===== config.mk =====
export PLATFORM = sky130hd
export DESIGN_NAME = mem_access_unit
export DESIGN_NICKNAME = d
export VERILOG_FILES = /design/src/rtl/mem_access_unit.sv
export SDC_FILE = /design/constraint.sdc
export NUM_CORES = 1
export LEC_CHECK = 0
export ABC_AREA = 0
export CAP_MARGIN = 20
export CELL_PAD_IN_SITES_DETAIL_PLACEMENT = 0
export CELL_PAD_IN_SITES_GLOBAL_PLACEMENT = 1
export CORE_MARGIN = 2
export CORE_UTILIZATION = 32
export DETAILED_ROUTE_END_ITERATION = 10
export PLACE_DENSITY_LB_ADDON = 0.1
export SETUP_SLACK_MARGIN = 0.1
export SLEW_MARGIN = 20
export SYNTH_ARGS = -nofsm -noshare
export SYNTH_HDL_FRONTEND = slang
export SYNTH_SLANG_ARGS = --single-unit

===== constraint.sdc =====
create_clock -name clk -period 3.4 [get_ports clk]
set_input_delay 0.34 -clock clk [delete_from_list [all_inputs] [get_ports clk]]
set_output_delay 0.34 -clock clk [all_outputs]
set_load 0.02 [all_outputs]

===== src/rtl/mem_access_unit.sv =====
// Load/store unit: byte-banked block RAM with misaligned wrap-around access,
// plus an MMIO port with wait states. One access in flight at a time.
module mem_access_unit #(
    parameter int LANES               = 4,
    parameter int BLOCK_ADDR_WIDTH    = 10,
    parameter int MMIO_ADDR_START_BIT = 31
) (
    input  logic                               clk,
    input  logic                               rst,
    input  logic                               req_valid,
    output logic                               req_ready,
    input  logic                               req_we,
    input  logic [$clog2(LANES)-1:0]           req_size,
    input  logic                               req_sext,
    input  logic [31:0]                        req_addr,
    input  logic [8*LANES-1:0]                 req_wdata,
    output logic [LANES-1:0]                   bank_we,
    output logic [LANES*BLOCK_ADDR_WIDTH-1:0]  bank_addr,
    output logic [8*LANES-1:0]                 bank_wdata,
    input  logic [8*LANES-1:0]                 bank_rdata,
    output logic                               mmio_valid,
    input  logic                               mmio_ready,
    output logic                               mmio_we,
    output logic [31:0]                        mmio_addr,
    output logic [LANES-1:0]                   mmio_wstrb,
    output logic [8*LANES-1:0]                 mmio_wdata,
    input  logic [8*LANES-1:0]                 mmio_rdata,
    output logic                               resp_valid,
    input  logic                               resp_ready,
    output logic [8*LANES-1:0]                 resp_data,
    output logic                               resp_err
);
    localparam int DW  = 8 * LANES;
    localparam int OW  = $clog2(LANES);
    localparam int BAW = BLOCK_ADDR_WIDTH;

    typedef enum logic [1:0] {S_IDLE, S_RD, S_MIO, S_RESP} state_t;

    state_t state, state_nx;

    logic [OW-1:0]   off_q;
    logic [OW-1:0]   size_q;
    logic            sext_q;
    logic            we_q;
    logic [31:0]     mmio_addr_q;
    logic [LANES-1:0] wstrb_q;
    logic [DW-1:0]   wdata_q;
    logic [DW-1:0]   resp_data_q;
    logic            resp_err_q;

    logic            accept;
    logic [OW-1:0]   req_off;
    logic            is_mmio;
    logic            misaligned;
    logic [BAW-1:0]  wa, na;

    function automatic logic [DW-1:0] rotl_bytes(input logic [DW-1:0] d, input logic [OW-1:0] sh);
        logic [DW-1:0] r;
        r = '0;
        for (int i = 0; i < LANES; i++)
            r[8*i +: 8] = d[8*((i - int'(sh)) & (LANES-1)) +: 8];
        return r;
    endfunction

    function automatic logic [DW-1:0] rotr_bytes(input logic [DW-1:0] d, input logic [OW-1:0] sh);
        logic [DW-1:0] r;
        r = '0;
        for (int i = 0; i < LANES; i++)
            r[8*i +: 8] = d[8*((i + int'(sh)) & (LANES-1)) +: 8];
        return r;
    endfunction

    function automatic logic [LANES-1:0] strb_of(input logic [OW-1:0] size, input logic [OW-1:0] off);
        logic [LANES-1:0] s;
        s = '0;
        for (int k = 0; k < LANES; k++)
            if (k < (1 << size)) s[(k + int'(off)) & (LANES-1)] = 1'b1;
        return s;
    endfunction

    // Align, truncate to 2**size bytes, then zero- or sign-fill the upper bytes.
    function automatic logic [DW-1:0] load_fmt(input logic [DW-1:0] d, input logic [OW-1:0] off,
                                               input logic [OW-1:0] size, input logic sext);
        logic [DW-1:0] rot, r;
        int            nb;
        logic          fill;
        rot  = rotr_bytes(d, off);
        nb   = 1 << size;
        fill = sext & rot[8*nb-1];
        r    = '0;
        for (int k = 0; k < LANES; k++)
            r[8*k +: 8] = (k < nb) ? rot[8*k +: 8] : {8{fill}};
        return r;
    endfunction

    assign accept     = req_valid & (state == S_IDLE);
    assign req_off    = req_addr[OW-1:0];
    assign is_mmio    = req_addr[MMIO_ADDR_START_BIT];
    assign misaligned = (int'(req_off) & ((1 << req_size) - 1)) != 0;
    assign wa         = req_addr[OW +: BAW];
    assign na         = wa + BAW'(1);

    // Banks below the offset hold the bytes that spilled into the next word.
    always_comb begin
        bank_we    = '0;
        bank_addr  = '0;
        bank_wdata = '0;
        if (accept) begin
            for (int i = 0; i < LANES; i++)
                bank_addr[i*BAW +: BAW] = (i < int'(req_off)) ? na : wa;
            bank_wdata = rotl_bytes(req_wdata, req_off);
            if (req_we && !is_mmio) bank_we = strb_of(req_size, req_off);
        end
    end

    always_ff @(posedge clk) begin
        if (rst) state <= S_IDLE;
        else     state <= state_nx;
    end

    always_comb begin
        state_nx = state;
        case (state)
            S_IDLE: if (accept) begin
                if (is_mmio) state_nx = misaligned ? S_RESP : S_MIO;
                else         state_nx = req_we ? S_RESP : S_RD;
            end
            S_RD:   state_nx = S_RESP;
            S_MIO:  if (mmio_ready) state_nx = S_RESP;
            S_RESP: if (resp_ready) state_nx = S_IDLE;
            default: state_nx = S_IDLE;
        endcase
    end

    always_ff @(posedge clk) begin
        if (rst) begin
            off_q       <= '0;
            size_q      <= '0;
            sext_q      <= 1'b0;
            we_q        <= 1'b0;
            mmio_addr_q <= '0;
            wstrb_q     <= '0;
            wdata_q     <= '0;
            resp_data_q <= '0;
            resp_err_q  <= 1'b0;
        end else begin
            case (state)
                S_IDLE: if (accept) begin
                    off_q       <= req_off;
                    size_q      <= req_size;
                    sext_q      <= req_sext;
                    we_q        <= req_we;
                    resp_data_q <= '0;
                    resp_err_q  <= is_mmio & misaligned;
                    mmio_addr_q <= {req_addr[31:OW], {OW{1'b0}}};
                    wstrb_q     <= strb_of(req_size, req_off);
                    wdata_q     <= rotl_bytes(req_wdata, req_off);
                end
                S_RD:  resp_data_q <= load_fmt(bank_rdata, off_q, size_q, sext_q);
                S_MIO: if (mmio_ready && !we_q)
                    resp_data_q <= load_fmt(mmio_rdata, off_q, size_q, sext_q);
                default: ;
            endcase
        end
    end

    assign req_ready  = (state == S_IDLE);
    assign mmio_valid = (state == S_MIO);
    assign mmio_we    = mmio_valid & we_q;
    assign mmio_addr  = mmio_valid ? mmio_addr_q : '0;
    assign mmio_wstrb = mmio_valid ? wstrb_q : '0;
    assign mmio_wdata = mmio_valid ? wdata_q : '0;
    assign resp_valid = (state == S_RESP);
    assign resp_data  = resp_valid ? resp_data_q : '0;
    assign resp_err   = resp_valid & resp_err_q;

endmodule


==> summary.txt <==
Synthesis
  • Seq/Total Area, Yosys: 0.250
  • Synthesized area per cell: ~7.9 um2
  • Yosys reg bits: 107
  • Synth top area share: 0.250
  • Fraction of registers with async set or reset after synthesis: 0
  • Yosys warns: 0
  • Number of synthesized flops with an enable pin: 0
  • Number of library cell types mapped by synthesis: between 50 and 60
  • Predominant post-synthesis flop cell: dfxtp_1
  • Gate Count Post-Synth: 1,089
  • Synth area leader: dfxtp_1
  • Synth area leaders: dfxtp_1 (25%), and2_1 (11%), mux4_2 (11%), nand2_1 (5.7%), a21oi_1 (5.5%)
  • Mapped Area: roughly 8600 um2

Power
  • Switch share: 0.439
  • Pleak: between 4 and 5 nW
  • Part of the power in registers: 0.259
  • Switch Pwr: approximately 0.0027 W
  • P per Cell Area: 497 nW/um2
  • Internal: 0.00342 W
  • Comb pwr share: 0.559
  • Clock Power Share: 0.182
  • VDD IR max: roughly 0.00025 V

Finish
  • # nets final: between 1,000 and 1,500
  • Post-Layout Cell Count: between 1,500 and 2,000
  • ANT cells: 0
  • Most frequent cells in the layout: clkdlybuf4s50_1 (313), and2_1 (147), nand2_1 (129)
  • Layout overhead on the synthesized area: 42.9%
  • Most common cell after layout, fill and taps aside: clkdlybuf4s50_1
  • Fin util: 0.468
  • Proportion of layout cells with a drive suffix above 1: 0.101
  • Filler cell count: 2,616

Route
  • Router iterations before antenna repair: 5
  • Via/cell ratio: around 5.3
  • ANT nets after route: 0
  • Final wirelength: roughly 32,000 um
  • Wire length per cell: roughly 19 um
  • DR DRC count: 0
  • DRT iter0 DRCs: about 540
  • DR vias: roughly 8,900

Outcome
  • Status: finished clean

Clock tree
  • # hold bufs at CTS: 0
  • Clk Latency, worst-skew pair: between 0.3 and 0.4 ns
  • CTS tree: built
  • Clock buffer count from CTS: 9
  • Post-CTS resize count: 0
  • Clock sink total: 107
  • Clk root buf: clkbuf_16
  • Reg clk slew, reported paths: roughly 0.07 ns
  • H-tree levels: 3
  • CTS Buffer Depth: 2
  • Setup bufs post-CTS: 0

Place
  • Worst slack, placed: ~0.28 ns
  • Gpl congestion: roughly 0.86
  • Port Buffers: between 300 and 400
  • Placed Instances: roughly 1,700
  • Hpwl dp: 24,000 um

Die
  • Die span in y: approximately 170 um
  • DIE AREA: 28,100 um2
  • Die width: 168 um
  • # rows: between 50 and 60
  • Initial Util: 0.327
  • # IOs: ~320
  • Core area: between 20,000 and 30,000 um2

Worst setup path
  • CP Class: primary input to output pin
  • Req. time, crit path: 3.06 ns
  • R2r worst-path depth: 9
  • Critical Path AT: between 2 and 3 ns
  • Worst Setup End Kind: output pin
  • Max FO, Critical Path: 6
  • Startpoint Class: primary input

STA
  • Post-Route Setup TNS: 0 ns
  • Max transition margin: 0.471
  • RSZ-0062 raised after global routing: false
  • Max frequency: ~320 MHz
  • Pin slew with the least headroom to its limit: just under 0.8 ns
  • Final Worst Setup Slack: about 0.29 ns
  • Period utilization: 0.916
  • Tmin final: 3.11 ns
  • Final setup vio count: 0
  • Slew Limit Fails: 0
  • Clock skew: 0.0117 ns
  • Fin Hold WS: 0.421 ns
  • Final hold vios: 0

Global routing
  • Largest net degree at the start of global routing: 71
  • Vias in the first global route: between 8,000 and 9,000
  • Antenna violations before repair: 0
  • Grt total ovfl: 0
  • Overall routing resource usage: 0.223
  • First-pass GRT wire length: around 50,000 um

Job
  • Maxcap violations: 0

Hold path
  • Hold depth: 2
  • Worst Hold Class: primary input to flip-flop
-- power groups by stage --
stage | logic (W) | clock network, W | registers (W)
final | 0.00341 | 0.00111 | 0.00158
after global routing | 0.00370 | 0.00119 | 0.00161
after CTS | 0.00344 | 0.00115 | 0.00158
after detailed placement | 0.00342 | 0 | 0.00161
after global placement | 0.00342 | 0 | 0.00160
after floorplan | 0.00215 | 0 | 0.00154
-- metrics by stage --
stage	area, um2	power (W)
after floorplan	8580	0.00369
final	12300	0.00609
after CTS	12300	0.00617
after global routing	12300	0.00650
after global placement	12000	0.00502
after detailed placement	12000	0.00503
-- cells in the mapped netlist, types with 5 or more instances --
cell type	instances
buf_1	9
nor3_1	24
ha_1	11
and2_1	148
mux2_2	17
dfxtp_1	107
a221oi_2	8
buf_2	23
mux4_2	41
a211oi_1	38
nor2b_1	19
nand2_1	130
o21ai_0	38
clkbuf_1	57
and3_1	14
a21oi_1	95
nand3_1	29
a221oi_1	7
a2bb2oi_1	5
buf_4	6
mux2i_1	42
nor2_1	115
xor2_1	19
xnor2_1	6
a22oi_1	6
inv_1	20
-- final timing paths --
check / start / to / slack, ns
worst max-delay path: req_addr[2] / bank_addr[9] / 0.29
worst min register to register: resp_err_q / resp_err_q / 0.45
worst max register to register: size_q[0] / resp_data_q[0] / 0.54
worst min-delay path: rst / mmio_addr_q[23] / 0.42
-- critical path: stages --
cell	delay, ns
clkdlybuf4s50_1	0.53
nand3_1	0.15
nor2_1	0.21
and3_1	0.28
nand3_1	0.11
or3_1	0.33
a21oi_1	0.19
clkdlybuf4s50_1	0.64
-- kinds of logic after synthesis --
kind of cell	synth area share
AO/OA/AOI/OAI	0.172
XOR/XNOR	0.0255
adder cells (fa/ha/maj)	0.0160
buffers and inverters	0.0630
flip-flops	0.250
multiplexers	0.186
other	0.000437
AND/OR/NAND/NOR	0.287
-- flip-flops by register name, summed over array words and instances, names as in the netlist --
signal	count
resp_err_q	1
wdata_q	32
wstrb_q	4
resp_data_q	32
size_q	2
off_q	2
we_q	1
state	2
mmio_addr_q	30
sext_q	1
-- cell type report --
type,instances,area [um2],area share
clock inverter,4,48.8,0.00398
tap,335,419,0.0342
sequential,107,2150,0.175
inverter,22,87.6,0.00715
multi-input combinational,862,5910,0.482
timing repair buffer,345,3400,0.277
clock buffer,12,246,0.0201
-- metal layers --
| metal | vias up | GRT usage | routed length [um] |
|---|---|---|---|
| met4 | 0 | 0.0699 | 748 |
| met2 | 308 | 0.370 | 15200 |
| li1 | 4322 | - | - |
| met5 | - | 0 | 0 |
| met1 | 4189 | 0.281 | 13600 |
| met3 | 39 | 0.0641 | 2680 |
No activity file was read; power rests on OpenSTA's default activity.
==> patch, RTL diff (same settings) <==
The 4 states of `state_t` get a one-hot encoding in 4 bits.
--- a/src/rtl/mem_access_unit.sv
+++ b/src/rtl/mem_access_unit.sv
@@ -36,3 +36,3 @@
 
-    typedef enum logic [1:0] {S_IDLE, S_RD, S_MIO, S_RESP} state_t;
+    typedef enum logic [3:0] {S_IDLE = 4'b0001, S_RD = 4'b0010, S_MIO = 4'b0100, S_RESP = 4'b1000} state_t;
 
Behaviour: same outputs for any inputs over 4 cycles, from zero or initial values and one cycle with rst high; so few cycles prove little.
==> patch against the unedited design <==
Sequential share of layout area grew 0.57 points; sequential cell count grew 2; synthesized cell count shrank 5.6%; final area shrank 1.4%; wire length shrank 6.9%; core utilization shrank 0.15 points; worst hold slack lost 3.5 ps; setup slack gained 47 ps; area after synthesis shrank 2.0%; largest cell class unchanged; highest routed layer is now met5.
Power is not compared: it rests on default switching activity, and its combinational part moved more than twofold at a synthesized area within 25%.
==> patch: results (changes against the unedited design) <==
Post-Route M1 WL -> 13.17 mm (-3.0%)
Total clock sinks -> 109 (+1.9%)
Invs w/o clock -> 20 (-9.1%)
Result of the run -> finished clean
Final std cells w/o fill -> 1623 (-3.8%)
DPL Wire Length -> 22.13 mm (-7.6%)
Sequential standard cell area -> 2187 sq um (+1.7%)
Multiplexer fraction of the synthesized cell area -> 20.52% (+1.9 points)
Complex-gate fraction of the synthesized area -> 17.15% (-0.075 points)
Mapped Avg Cell Area -> 8.174 sq um (+3.8%)
Non-Clock Buffer Area Fraction -> 27.78% (+0.076 points)
Clock input transition at the sequential cells of the worst setup and hold paths -> 90 ps (+20 ps)
Clock distribution area overhead in the final layout -> 2.621% (+0.21 points)
Highest routed layer -> met5
Nets@finish -> 1425 (-4.7%)
Worst Skew -> 19.87 ps (+8.134 ps)
Met2 usage -> 35.11% (-1.9 points)
Count of different cell masters after synthesis -> 70 (+19%)
Total track usage -> 21.20% (-1.1 points)
Count of routing violations after the opening detailed-route iteration -> 582 (+7.2%)
Post-Route Utilization -> 46.62% (-0.15 points)
Largest fanout on the critical path -> 5 (-1)
Largest net degree at the start of global routing -> 58 (-18%)
Sequential area share after synthesis -> 25.97% (+0.99 points)
Dpl cells -> 1606 (-3.9%)
Wire length reported by the detailed router -> 29.98 mm (-6.9%)
Largest cells by area after synthesis -> sky130_fd_sc_hd__dfxtp_1, sky130_fd_sc_hd__mux4_2, sky130_fd_sc_hd__and2_1
Biggest cell delay along the critical path -> 610 ps (-30 ps)
Total via count in the routed design -> 8470 (-4.4%)
Post-detailed-placement cell area -> 11760 sq um (-1.7%)
Number of antenna diodes -> 1 (+1)
Commonest cells post-synth -> sky130_fd_sc_hd__nor2_1, sky130_fd_sc_hd__nand2_1, sky130_fd_sc_hd__and2_1
Initial antenna violation count -> 2 (+2)
Met2 wirelength from detailed routing -> 14.11 mm (-7.1%)
Adder and majority gate portion of the synthesized area -> 0.8934% (-0.71 points)
Detailed-routed wire length on met3 -> 2.132 mm (-21%)
Pre-CTS setup slack -> 203.4 ps (-79.10 ps)
Via count of the first global-routing pass -> 8293 (-4.1%)
Global-route wire length before repair -> 47.08 mm (-4.4%)
## patch: cell count changes after synthesis, moves of 12 or more
cell                       unedited run  this run
sky130_fd_sc_hd__nand3_1             29        12
sky130_fd_sc_hd__o21ai_0             38        22
sky130_fd_sc_hd__and2_1             148       111
sky130_fd_sc_hd__nor3_1              24         9
sky130_fd_sc_hd__a31oi_1              2        14
sky130_fd_sc_hd__and3_1              14        36
sky130_fd_sc_hd__nand2_1            130       112
sky130_fd_sc_hd__a211oi_1            38        17
## patch: repair_timing
action                     CTS  global route
hold buffers                 0             0
setup endpoints to repair    0             4
hold endpoints to repair     0             0
gates resized for setup      0             2
buffers inserted             0             0
## patch: kinds of logic (layout without fill, tap and decap cells)
group | after synthesis | after routing
buf+inv | 119 | 377
other cells | 1 | 3
compound gates | 221 | 221
mux | 109 | 109
flops | 109 | 109
simple gates | 437 | 437
fa+ha+maj | 6 | 6
xor+xnor | 26 | 26
## patch: path summary, 6_finish.rpt
| path | from | endpoint | slack [ps] | cells past startpoint |
|---|---|---|---|---|
| max reg2reg | size_q[1]$_SDFFE_PP0P_ | resp_data_q[18]$_SDFFE_PP0P_ | 610 | 8 |
| min reg2reg | resp_data_q[30]$_SDFFE_PP0P_ | resp_data_q[30]$_SDFFE_PP0P_ | 450 | 2 |
| max | req_addr[2] | bank_addr[18] | 330 | 9 |
| min | rst | wdata_q[4]$_SDFFE_PP0P_ | 420 | 2 |
## patch: report_power, final
group / leakage (nW) / total, W / switching (W) / internal (W)
combinational: 3.43 / 0.00132 / 0.000690 / 0.000634
sequential: 0.896 / 0.00145 / 0.0000694 / 0.00138
clock: 0.155 / 0.00113 / 0.000586 / 0.000540
